<file path="src/rtl/uart_frame_sequencer_if.sv">
// ---------------------------------------------------------------------------
// uart_frame_sequencer_if
//   Bundles the control and status signals of uart_frame_sequencer.
//   master : the TX/RX datapath that issues ticks and frame requests.
//   slave  : the sequencer itself.
//   Signals:
//     en, start, abort               tick strobe, frame request, frame cancel
//     data_len, parity_en, two_stop  per-frame configuration (latched at start)
//     busy, phase, bit_idx           frame position
//     bit_adv, sample, done          1-cycle strobes
// ---------------------------------------------------------------------------
interface uart_frame_sequencer_if #(
   parameter int MAX_DATA_BITS = 9
);
   localparam int IDX_W = (MAX_DATA_BITS > 1) ? $clog2(MAX_DATA_BITS) : 1;

   logic             en;
   logic             start;
   logic             abort;
   logic [3:0]       data_len;
   logic             parity_en;
   logic             two_stop;
   logic             busy;
   logic [2:0]       phase;
   logic [IDX_W-1:0] bit_idx;
   logic             bit_adv;
   logic             sample;
   logic             done;

   modport master (
      output en, start, abort, data_len, parity_en, two_stop,
      input  busy, phase, bit_idx, bit_adv, sample, done
   );

   modport slave (
      input  en, start, abort, data_len, parity_en, two_stop,
      output busy, phase, bit_idx, bit_adv, sample, done
   );
endinterface

</file>
<file path="src/rtl/uart_frame_sequencer.sv">
// ---------------------------------------------------------------------------
// uart_frame_sequencer
//   Tracks the position inside one UART serial frame: start bit, 1..N data
//   bits, optional parity bit, one or two stop bits. Shared by TX and RX.
//   Configuration macro: UART_OVERSAMPLE_EN
//     undefined : each en pulse is one bit period, sample == bit_adv.
//     defined   : en is an oversample tick; OVS ticks per bit, sample at the
//                 mid-bit tick, bit boundary on the OVS-th tick.
//   Ports:
//     clk    clock
//     reset  synchronous, active-high reset
//     bus    uart_frame_sequencer_if.slave (control in, status/strobes out)
//   All outputs are registered.
// ---------------------------------------------------------------------------
module uart_frame_sequencer #(
   parameter int MAX_DATA_BITS = 9,
   parameter int OVS           = 16
) (
   input  logic                         clk,
   input  logic                         reset,
   uart_frame_sequencer_if.slave        bus
);
   localparam int IDX_W = (MAX_DATA_BITS > 1) ? $clog2(MAX_DATA_BITS) : 1;

   if (MAX_DATA_BITS < 1 || MAX_DATA_BITS > 15) begin : g_len_check
      $error("uart_frame_sequencer: MAX_DATA_BITS must be 1..15");
   end
   if (OVS < 4 || (OVS & (OVS - 1)) != 0) begin : g_ovs_check
      $error("uart_frame_sequencer: OVS must be a power of 2 and >= 4");
   end

   typedef enum logic [2:0] {
      IDLE   = 3'd0,
      START  = 3'd1,
      DATA   = 3'd2,
      PARITY = 3'd3,
      STOP   = 3'd4
   } phase_t;

   phase_t           state_q, state_d;
   logic [IDX_W-1:0] idx_q, idx_d;
   logic [IDX_W-1:0] last_q, last_d;     // clamped data length minus one
   logic             par_q, par_d;
   logic             two_q, two_d;
   logic             stop_q, stop_d;     // set after the first of two stops
   logic             adv_q, adv_d;
   logic             smp_q, smp_d;
   logic             done_q, done_d;
   logic [IDX_W-1:0] last_in;
   logic             boundary;
   logic             mid;

`ifdef UART_OVERSAMPLE_EN
   localparam int SUB_W = $clog2(OVS);
   logic [SUB_W-1:0] sub_q, sub_d;

   assign boundary = (sub_q == SUB_W'(OVS - 1));
   assign mid      = (sub_q == SUB_W'(OVS / 2 - 1));
`else
   assign boundary = 1'b1;
   assign mid      = 1'b1;
`endif

   // Clamp requested length into 1..MAX_DATA_BITS, stored as index of last bit.
   always_comb begin
      last_in = '0;
      if (bus.data_len == 4'd0)
         last_in = '0;
      else if (int'(bus.data_len) > MAX_DATA_BITS)
         last_in = IDX_W'(MAX_DATA_BITS - 1);
      else
         last_in = IDX_W'(int'(bus.data_len) - 1);
   end

   always_comb begin
      state_d = state_q;
      idx_d   = idx_q;
      last_d  = last_q;
      par_d   = par_q;
      two_d   = two_q;
      stop_d  = stop_q;
      adv_d   = 1'b0;
      smp_d   = 1'b0;
      done_d  = 1'b0;
`ifdef UART_OVERSAMPLE_EN
      sub_d   = sub_q;
`endif
      // abort outranks start, so an abort in IDLE also swallows a start
      if (bus.abort) begin
         state_d = IDLE;
         idx_d   = '0;
         stop_d  = 1'b0;
`ifdef UART_OVERSAMPLE_EN
         sub_d   = '0;
`endif
      end else if (state_q == IDLE) begin
         if (bus.start) begin
            state_d = START;
            idx_d   = '0;
            stop_d  = 1'b0;
            last_d  = last_in;
            par_d   = bus.parity_en;
            two_d   = bus.two_stop;
`ifdef UART_OVERSAMPLE_EN
            sub_d   = '0;
`endif
         end
      end else if (bus.en) begin
`ifdef UART_OVERSAMPLE_EN
         sub_d = sub_q + 1'b1;           // wraps to 0 on the boundary tick
`endif
         smp_d = mid;
         if (boundary) begin
            adv_d = 1'b1;
            unique case (state_q)
               START: begin
                  state_d = DATA;
                  idx_d   = '0;
               end
               DATA: begin
                  if (idx_q == last_q) begin
                     idx_d   = '0;
                     state_d = par_q ? PARITY : STOP;
                  end else begin
                     idx_d = idx_q + 1'b1;
                  end
               end
               PARITY: state_d = STOP;
               STOP: begin
                  if (two_q && !stop_q) begin
                     stop_d = 1'b1;
                  end else begin
                     stop_d  = 1'b0;
                     state_d = IDLE;
                     done_d  = 1'b1;
                  end
               end
               default: state_d = IDLE;
            endcase
         end
      end
   end

   always_ff @(posedge clk) begin
      if (reset) begin
         state_q <= IDLE;
         idx_q   <= '0;
         last_q  <= '0;
         par_q   <= 1'b0;
         two_q   <= 1'b0;
         stop_q  <= 1'b0;
         adv_q   <= 1'b0;
         smp_q   <= 1'b0;
         done_q  <= 1'b0;
`ifdef UART_OVERSAMPLE_EN
         sub_q   <= '0;
`endif
      end else begin
         state_q <= state_d;
         idx_q   <= idx_d;
         last_q  <= last_d;
         par_q   <= par_d;
         two_q   <= two_d;
         stop_q  <= stop_d;
         adv_q   <= adv_d;
         smp_q   <= smp_d;
         done_q  <= done_d;
`ifdef UART_OVERSAMPLE_EN
         sub_q   <= sub_d;
`endif
      end
   end

   assign bus.busy    = (state_q != IDLE);
   assign bus.phase   = state_q;
   assign bus.bit_idx = idx_q;
   assign bus.bit_adv = adv_q;
   assign bus.sample  = smp_q;
   assign bus.done    = done_q;
endmodule

</file>
<file path="src/flat_wrapper.sv">
// flat-port wrapper written by rule: the top's interface ports become plain ports
module uart_frame_sequencer_flat 
#(
   parameter int MAX_DATA_BITS = 9,
   parameter int OVS           = 16
)
  (clk, reset, bus_en, bus_start, bus_abort, bus_data_len, bus_parity_en, bus_two_stop, bus_busy, bus_phase, bus_bit_idx, bus_bit_adv, bus_sample, bus_done);
  uart_frame_sequencer_if #(.MAX_DATA_BITS(MAX_DATA_BITS)) bus_i ();
  input  logic clk;
  input  logic reset;
  input wire logic [$bits(bus_i.en)-1:0] bus_en;
  input wire logic [$bits(bus_i.start)-1:0] bus_start;
  input wire logic [$bits(bus_i.abort)-1:0] bus_abort;
  input wire logic [$bits(bus_i.data_len)-1:0] bus_data_len;
  input wire logic [$bits(bus_i.parity_en)-1:0] bus_parity_en;
  input wire logic [$bits(bus_i.two_stop)-1:0] bus_two_stop;
  output wire logic [$bits(bus_i.busy)-1:0] bus_busy;
  output wire logic [$bits(bus_i.phase)-1:0] bus_phase;
  output wire logic [$bits(bus_i.bit_idx)-1:0] bus_bit_idx;
  output wire logic [$bits(bus_i.bit_adv)-1:0] bus_bit_adv;
  output wire logic [$bits(bus_i.sample)-1:0] bus_sample;
  output wire logic [$bits(bus_i.done)-1:0] bus_done;
  assign bus_i.en = bus_en;
  assign bus_i.start = bus_start;
  assign bus_i.abort = bus_abort;
  assign bus_i.data_len = bus_data_len;
  assign bus_i.parity_en = bus_parity_en;
  assign bus_i.two_stop = bus_two_stop;
  assign bus_busy = bus_i.busy;
  assign bus_phase = bus_i.phase;
  assign bus_bit_idx = bus_i.bit_idx;
  assign bus_bit_adv = bus_i.bit_adv;
  assign bus_sample = bus_i.sample;
  assign bus_done = bus_i.done;
  uart_frame_sequencer #(.MAX_DATA_BITS(MAX_DATA_BITS), .OVS(OVS)) u_core (.clk(clk), .reset(reset), .bus(bus_i));
endmodule
</file>
<file path="config.mk">
export PLATFORM = sky130hd
export DESIGN_NAME = uart_frame_sequencer_flat
export DESIGN_NICKNAME = d
export VERILOG_FILES = /design/src/rtl/uart_frame_sequencer_if.sv /design/src/rtl/uart_frame_sequencer.sv /design/src/flat_wrapper.sv
export SDC_FILE = /design/constraint.sdc
export NUM_CORES = 1
export LEC_CHECK = 0
export CAP_MARGIN = 15
export CORE_MARGIN = 3
export CORE_UTILIZATION = 48
export DETAILED_ROUTE_END_ITERATION = 8
export GPL_TIMING_DRIVEN = 0
export PLACE_DENSITY = 0.78
export SLEW_MARGIN = 20
export SYNTH_ARGS = -nofsm -noshare
export SYNTH_HDL_FRONTEND = slang
export SYNTH_SLANG_ARGS = --single-unit
</file>
<file path="constraint.sdc">
create_clock -name clk -period 1.96 [get_ports clk]
set_input_delay 0.196 -clock clk [delete_from_list [all_inputs] [get_ports clk]]
set_output_delay 0.196 -clock clk [all_outputs]
set_load 0.01 [all_outputs]
</file>
==> results of run 1 <==
power by group through the flow:
stage               Sequential [µW]  Clock [µW]  Combinational, µW
floorplan                       349           0               67.0
global placement                349           0                111
detailed placement              350           0                114
CTS                             342         229                114
global route                    343         238                127
finish                          342         219                116
cell usage in the layout (no fill, tap or decap), drive strengths merged, types with 4 or more instances in the layout:
cell type       n
inv             7
a21oi           9
xnor2           4
nand2b          4
nand2           9
buf             4
nor2            7
dfxtp          16
ha              4
clkdlybuf4s50  20
clkbuf          6
o21ai           8
nand3           4
per-layer routing:
metal | vias to the layer above | track usage [%] | share of wire (%)
met5 | - | 0 | 0
met4 | 0 | 9.677 | 1.8
met3 | 4 | 3.927 | 5.6
met2 | 29 | 29.52 | 49
met1 | 417 | 21.79 | 43
li1 | 444 | - | -
through the flow:
step                      hold WS [ns]  instance area, µm²
after floorplan                 0.3320               920.9
after global placement          0.4582                1152
after detailed placement        0.4669                1152
after CTS                       0.1654                1189
after global routing            0.1784                1195
final                           0.1703                1195
flip-flops by register name, indices dropped and copies added, names as in the netlist:
name                count
u_core.par_q            1
u_core.last_q           4
u_core.two_q            1
u_core.bus.phase        3
u_core.bus.done         1
u_core.stop_q           1
u_core.bus.bit_adv      1
u_core.bus.bit_idx      4
worst min path at each step:
stage / start / endpoint / slack [ns] / cells past startpoint
detailed placement: u_core.last_q[3]$_SDFFE_PP0P_ / u_core.last_q[3]$_SDFFE_PP0P_ / 0.47 / 2
CTS: reset / u_core.last_q[3]$_SDFFE_PP0P_ / 0.17 / 2
global route: reset / u_core.last_q[3]$_SDFFE_PP0P_ / 0.18 / 2
finish: reset / u_core.last_q[3]$_SDFFE_PP0P_ / 0.17 / 2
global placement: u_core.last_q[0]$_SDFFE_PP0P_ / u_core.last_q[0]$_SDFFE_PP0P_ / 0.46 / 2
floorplan: bus_two_stop / u_core.two_q$_SDFFE_PP0P_ / 0.33 / 2
worst max-delay path, stage by stage (launching register included):
cell	delay, ns
dfxtp_1	0.33
buf_2	0.18
nor3_4	0.25
inv_1	0.07
clkdlybuf4s50_1	0.48
synth_stat cells:
| library cell | n |
|---|---|
| a32o_1 | 1 |
| buf_6 | 1 |
| nand2b_1 | 4 |
| xnor2_1 | 4 |
| inv_1 | 7 |
| o31ai_1 | 2 |
| o21bai_1 | 1 |
| ha_1 | 4 |
| buf_4 | 1 |
| o41ai_1 | 1 |
| clkbuf_1 | 1 |
| nor2_1 | 7 |
| nand4b_1 | 1 |
| dfxtp_1 | 16 |
| a311oi_1 | 1 |
| nor4_1 | 1 |
| and3b_1 | 1 |
| clkbuf_2 | 1 |
| or4_1 | 2 |
| or3_1 | 3 |
| nand3_1 | 4 |
| a31o_2 | 1 |
| nor3_2 | 1 |
| nor3_1 | 2 |
| a22oi_1 | 1 |
| or2_2 | 1 |
| a21oi_1 | 9 |
| o221ai_1 | 1 |
| nor2b_1 | 1 |
| or3b_1 | 1 |
| buf_2 | 2 |
| mux2i_1 | 3 |
| o21a_2 | 1 |
| o21ai_0 | 8 |
| nand2_1 | 9 |
| a41oi_1 | 1 |
| nand3b_1 | 3 |
| or4b_1 | 1 |
| a211oi_1 | 1 |
area by class of cell:
cell class,count,share of cell area [%]
well taps,25,2.618
clock buffers,4,3.037
inverters,7,2.199
multi-input cells,82,45.44
repair buffers,20,16.75
flip-flops and latches,16,26.81
plain buffers,6,3.141
kinds of logic after synthesis:
logic type	count (synthesis)	share of synthesized area [%]
simple gates	42	25.68
xor+xnor	4	3.804
mux	3	3.261
compound gates	29	20.11
flops	16	34.78
fa+ha+maj	4	5.435
buf+inv	13	6.929
timing repair:
action | in CTS | in global routing
hold buffers | 0 | 0
hold endpoints to repair | 0 | 0
setup endpoints to repair | 0 | 1
gates resized for setup | 0 | 1
==> metrics.md, run 1 <==
| Metric | Value |
|---|---|
| Power per Cell Area | 566.4 mW/mm² |
| Run status | completed |
| Total power | 676.8 µW |
| # rows | 15 |
| Vias in the first global route | 784 |
| Top-area cell type share of the netlist area | 34.78% |
| Vias/cell | 5.588 |
| Initial DRC Count | 25 |
| Leakage power | 0.0004358 µW |
| First-pass GRT wire length | 3429 µm |
| Ports | 22 |
| Sequential cell area | 320.3 µm² |
| TritonCTS clock tree | done |
| YS warnings | 0 |
| Final setup fails | 0 |
| # port buffers | 20 |
| Switching Share | 25.21% |
| Die width | 49.80 µm |
| ANT cells | 0 |
| Clock-pin slew on the worst setup and hold paths | 0.10 ns |
| Drc violations | 0 |
| H-tree depth | 1 |
| Clk_lat worst skew | 0.29 ns |
| VDD IR max | 453.1 µV |
| Share of the core filled with cells | 67.73% |
| Crit Path Class | register to output pin |
| Clock network fraction of design power | 32.4% |
| Initial core utilization | 52.20% |
| Critical Path AT | 1.60 ns |
| Multi-input logic area | 543.0 µm² |
| Initial antenna violation count | 0 |
| Non-filler instance count after layout | 160 |
| Register bit total from synthesis | 16 |
| Total Nets Final | 151 |
| Setup crit end kind | output pin |
| Layout overhead on the synthesized area | 29.76% |
| Area leader, netlist | dfxtp_1 |
| Clock Skews | 0.003659 ns |
| Die height | 49.80 µm |
| Max Freq | 558.0 MHz |
| Sequential share of power | 50.5% |
| Period utilization | 91.43% |
| Cell area after synthesis | 920.9 µm² |
| Internal power | 506.2 µW |
| Final Critical Period | 1.792 ns |
| Final hold vios | 0 |
| Routed WL | 2019 µm |
| Via Count | 894 |
| Comb power frac | 17.1% |
| Clock Tree Root | clkbuf_4 |
| Post-DRT Antenna Nets | 0 |
| Largest net degree at the start of global routing | 11 |
| Worst Tran Pin Value | 0.5029 ns |
| Max FO, Critical Path | 10 |
| Setup TNS | 0 ns |
| Max clock buf depth | 2 |
| Syn Nets | 126 |
| Crit path from | u_core.bus.phase[0]$_SDFFE_PP0P_ |
| CP required | 1.76 ns |
| Share of cells above drive strength 1 | 9.630% |
| CP Capture Point | bus_busy |
| Worst reg2reg setup slack | 0.38 ns |
| Max-slew violations | 0 |
| Total net switching power | 170.6 µW |
| Setup bufs post-CTS | 0 |
| DP Worst Slack | 0.1503 ns |
| Area contributors post-synth | dfxtp_1, ha_1, a21oi_1 |
| Gpl congestion | 0.8546 |
| Slew HR | 66.19% |
| WL/cell | 12.62 µm |
| Total GRT Usage | 18.03% |
| Reg2reg end | u_core.bus.bit_idx[0]$_SDFFE_PP0P_ |
| Crit start category | register |
| Clk sinks | 16 |
| Die Area | 0.002480 mm² |
| Hold crit path type | input port to register |
| Gate Count Post-Synth | 111 |
| Placed insts | 156 |
| Fillers | 164 |
| Core area | 0.001764 mm² |
| Max Cap Viol | 0 |
| Hpwl dp | 1604 µm |
| Drt pass-1 iters | 4 |
| Unique masters post-synth | 39 |
| R2R cell count | 5 |
| Setup slack after layout | 0.1680 ns |
| Global route overflow | 0 |
| Syn avg cell area | 8.296 µm² |
| CTS Buf Count | 3 |
| Setup repair after global routing missed its margin | false |
| Sequential share of the synthesized area | 34.78% |
| R2R Path Start | u_core.bus.phase[0]$_SDFFE_PP0P_ |
Power figures use the tool's default switching activity.
==> inputs of run 2 (changes only) <==
--- a/config.mk
+++ b/config.mk
@@ -11,7 +11,6 @@
 export DETAILED_ROUTE_END_ITERATION = 8
 export GPL_TIMING_DRIVEN = 0
 export PLACE_DENSITY = 0.78
-export SLEW_MARGIN = 20
 export SYNTH_ARGS = -nofsm -noshare
 export SYNTH_HDL_FRONTEND = slang
 export SYNTH_SLANG_ARGS = --single-unit
==> results of run 2 <==
Final layout, timing and power as in run 1 (identical DEF).
==> inputs of run 3 (changes only) <==
--- a/config.mk
+++ b/config.mk
@@ -5,12 +5,14 @@
 export SDC_FILE = /design/constraint.sdc
 export NUM_CORES = 1
 export LEC_CHECK = 0
+export ABC_CLOCK_PERIOD_IN_PS = 1960
 export CAP_MARGIN = 15
 export CORE_MARGIN = 3
 export CORE_UTILIZATION = 48
 export DETAILED_ROUTE_END_ITERATION = 8
 export GPL_TIMING_DRIVEN = 0
 export PLACE_DENSITY = 0.78
+export SKIP_CTS_REPAIR_TIMING = 1
 export SYNTH_ARGS = -nofsm -noshare
 export SYNTH_HDL_FRONTEND = slang
 export SYNTH_SLANG_ARGS = --single-unit
==> results of run 3 <==
Final layout, timing and power as in run 1 (identical DEF).
==> edit 1 (config.mk and constraints of run 2) <==
The option `UART_OVERSAMPLE_EN` is turned on by a define.
--- a/src/rtl/uart_frame_sequencer.sv
+++ b/src/rtl/uart_frame_sequencer.sv
@@ -13,4 +13,6 @@
 //   All outputs are registered.
 // ---------------------------------------------------------------------------
+`define UART_OVERSAMPLE_EN
+
 module uart_frame_sequencer #(
    parameter int MAX_DATA_BITS = 9,
Behaviour: not the same (a bounded check fails within 4 cycles, from zero or initial values and one cycle with reset high).
==> edit 1 against run 2 <==
Area after synthesis grew 25%; sequential cell count grew 5; cell count grew 16%; final area grew 19%; wire length grew 27%; power grew 13%; core utilization shrank 3.9 points; setup slack lost 84 ps; critical path type is now flip-flop to flip-flop; highest routed layer unchanged.
==> edit 1: results (changes against run 2) <==
metric,value,unit,change
seq_area_frac_synth,36.5,%,+1.7 points
io_buffers,19,,-5.0%
worstPathArrival,2110,ps,+510 ps
placed_cell_area,1380,sq um,+19%
via_count,1080,,+21%
ir_worst_vdd,0.370,mV,-18%
ff2ff_setup_slack,80,ps,-300 ps
dp_hpwl,1930,um,+20%
yosys-mux-area-fraction,1.74,%,-1.5 points
cpLargestDelayFamily,simple AND/OR/NAND/NOR gates,,
synth_adder_area_share,4.35,%,-1.1 points
grt_use_total,18.3,%,+0.27 points
grt_max_degree,12,,+1
fin_nets,174,,+15%
synth_compound_area_share,22.8,%,+2.7 points
holdCritStartpoint,bus_en,,
drive_gt1_share,12.0,%,+2.4 points
synth_cell_types,42,,+7.7%
synthTopCellsByCount,"dfxtp_1 (21), a21oi_1 (13), nor2_1 (9)",,
grt_pass1_vias,913,,+16%
syn_area,1150,sq um,+25%
synth_xor_area_share,3.04,%,-0.76 points
gp_congestion,0.783,,-8.4%
status,"finished, final reports clean",,
dp_slack,-115,ps,-265 ps
slew_headroom,64.8,%,-1.4 points
syn_nets,150,,+19%
clock_skew,5.82,ps,+2.16 ps
hold_slack,206,ps,+35.6 ps
synth.area.top_cells,"dfxtp_1 (37%), a21oi_1 (5.7%), ha_1 (4.3%)",,
==> edit 1: worst register-to-register path, delay by kind of cell (launching register included) <==
family	cells	cell delay, ps
buffers and inverters	1	140
AND/OR/NAND/NOR	2	1020
flip-flops	1	340
AO/OA/AOI/OAI	2	310
==> edit 1: layout make-up <==
cell class / instances / area [sq um]
fillers: 203 / 808
multi-input cells: 102 / 694
plain buffers: 6 / 32.5
flip-flops and latches: 21 / 420
inverters: 5 / 18.8
well taps: 28 / 35.0
clock buffers: 4 / 26.3
repair buffers: 20 / 198
==> edit 1: layer usage <==
metal	part of all wire (%)	wire [um]	vias to the layer above	track usage [%]
li1	-	-	551	-
met1	50	1270	502	24.4
met2	46	1190	23	29.7
met3	3.2	82	4	4.02
met4	0.66	17	0	4.86
met5	0	0	-	0
==> edit 1: cell families (layout without fill, tap and decap cells) <==
logic type               Yosys count  in the layout
flip-flops                        21             21
buffers and inverters             12             35
AO/OA/AOI/OAI                     39             39
multiplexers                       2              2
adder cells (fa/ha/maj)            4              4
AND/OR/NAND/NOR                   53             53
XOR/XNOR                           4              4
==> edit 1: path summary, 6_finish.rpt <==
kind | to | cells past startpoint
setup / recovery | u_core.stop_q | 5
hold / removal | u_core.bus.sample | 3
setup reg to reg | u_core.stop_q | 5
hold reg to reg | u_core.stop_q | 2
==> edit 1: through the flow <==
step,power [mW],instances
global placement,0.556,182
finish,0.762,186
detailed placement,0.560,182
floorplan,0.517,135
global route,0.799,186
CTS,0.763,185
==> edit 1: power breakdown <==
group	switching (mW)	total (mW)	internal, mW
sequential	0.00586	0.440	0.434
clock	0.127	0.206	0.0793
combinational	0.0613	0.115	0.0541
==> edit 1: timing repair <==
action                                  4_1_cts  5_1_grt
endpoints found under the setup margin        2        5
pin swaps                                     0        1
resized for setup                             2        3
setup buffers                                 0        1
==> edit 2 (settings of run 2) <==
Without the edit above. Make the reset (`reset`) asynchronous in one clocked block. Comments in the files are not updated.
--- a/src/rtl/uart_frame_sequencer.sv
+++ b/src/rtl/uart_frame_sequencer.sv
@@ -142,5 +142,5 @@
    end
 
-   always_ff @(posedge clk) begin
+   always_ff @(posedge clk or posedge reset) begin
       if (reset) begin
          state_q <= IDLE;
Behaviour: differs if reset is asserted again (counterexample within 4 cycles, from zero or initial values and one cycle with reset high); with reset held inactive, the same outputs for 10 cycles.
==> edit 2 against run 2 <==
Maximum frequency rose by 3.1%; final area rose by 6.4%; setup slack improved by 54 ps; sequential cell count did not move; area after synthesis rose by 9.1%; via count fell by 5.5%; wire length fell by 0.79%; cell count fell by 5.6%; largest cell class unchanged.
Power is not compared: it rests on default switching activity, and its combinational part moved more than twofold at a synthesized area within 25%.
==> edit 2: results (changes against run 2) <==
metric,value,unit,change
met3_length,114,um,+0.88%
use_met1,19.9,%,-1.9 points
tightest_slew,607,ps,+104 ps
wl_per_cell,13.3,um,+5.1%
synth.area.top_cells,"dfrtp_1 (40%), mux2i_1 (4.0%), ha_1 (3.7%)",,
synthArstFlopShare,100,%,+100 points
io_buffers,21,,+5.0%
drive_gt1_share,11.1,%,+1.5 points
dp_slack,82.5,ps,-67.8 ps
seq_area_frac_synth,39.9,%,+5.1 points
syn_nets,116,,-7.9%
grt_pass1_vias,801,,+2.2%
routed_wl,2000,um,-0.79%
crit_path_top_delay_cell,o41ai_4,,
fin_nets,142,,-6.0%
use_met3,3.72,%,-0.20 points
synthTopCellsByCount,"dfrtp_1 (16), nand2_1 (9), inv_1 (7), o21ai_0 (7), nor2_1 (6)",,
synth-main-ff-cell,dfrtp_1,,
worstPathArrival,1920,ps,+320 ps
critPathMaxStageDelay,590,ps,+110 ps
synth_cell_types,38,,-2.6%
dp_hpwl,1560,um,-2.7%
postCtsSetupBuffers,0,,unchanged
syn_area_per_cell,9.85,sq um,+19%
clock_skew,2.94,ps,-0.717 ps
gp_congestion,0.912,,+6.7%
met2_length,973,um,-2.2%
status,"finished, final reports clean",,
syn_area,1000,sq um,+9.1%
drtIter0Drc,14,,-44%
hold_path_class,input pin to async pin,,
grt_max_degree,17,,+6
via_count,845,,-5.5%
crit_fanout,9,,-1
cpLargestDelayFamily,compound AO/OA/AOI/OAI gates,,
path_clk_slew,90,ps,
grt.met2_usage,29.0,%,-0.49 points
grt_use_total,17.1,%,-0.93 points
diodes,0,,unchanged
-- edit 2: layout make-up --
| type | instances | area, sq um | area share, % |
|---|---|---|---|
| Sequential cell | 16 | 400 | 31.5 |
| Multi-Input combinational cell | 75 | 547 | 43.0 |
| Tap cell | 25 | 31.3 | 2.46 |
| Timing Repair Buffer | 21 | 213 | 16.7 |
| Buffer | 4 | 31.3 | 2.46 |
| Clock buffer | 3 | 22.5 | 1.77 |
| Inverter | 7 | 26.3 | 2.07 |
-- edit 2: report_power, final --
part / total, mW / switching, mW / internal (mW)
clock network: 0.176 / 0.105 / 0.0715
registers: 0.479 / 0.0620 / 0.416
logic: 0.651 / 0.324 / 0.327
total: 1.31 / 0.491 / 0.815
-- edit 2: cell families after synthesis --
| logic type | Yosys count | synth area share (%) |
|---|---|---|
| flip-flops | 16 | 39.9 |
| adder cells (fa/ha/maj) | 3 | 3.74 |
| XOR/XNOR | 4 | 3.49 |
| multiplexers | 6 | 6.23 |
| AO/OA/AOI/OAI | 26 | 20.4 |
| AND/OR/NAND/NOR | 36 | 20.5 |
| buffers and inverters | 11 | 5.73 |
-- edit 2: stage by stage --
stage          power [mW]  hold slack [ps]  area [sq um]
4_1_cts              1.32              285          1270
5_1_grt              1.40              336          1270
2_1_floorplan       0.936              110          1000
6_report             1.31              264          1270
3_3_place_gp         1.13              484          1250
3_5_place_dp         1.15              492          1250
-- edit 2: worst paths after layout --
kind,from,to,slack (ps),cells after the start
max,u_core.bus.bit_idx[1],u_core.bus.bit_idx[3],220,4
min,reset,u_core.stop_q,260,2
max reg2reg,u_core.bus.bit_idx[1],u_core.bus.bit_idx[3],220,4
min reg2reg,u_core.last_q[3],u_core.last_q[3],510,2
max in group asynchronous,reset,u_core.bus.bit_idx[3],1300,2
min in group clk,u_core.last_q[3],u_core.last_q[3],510,2
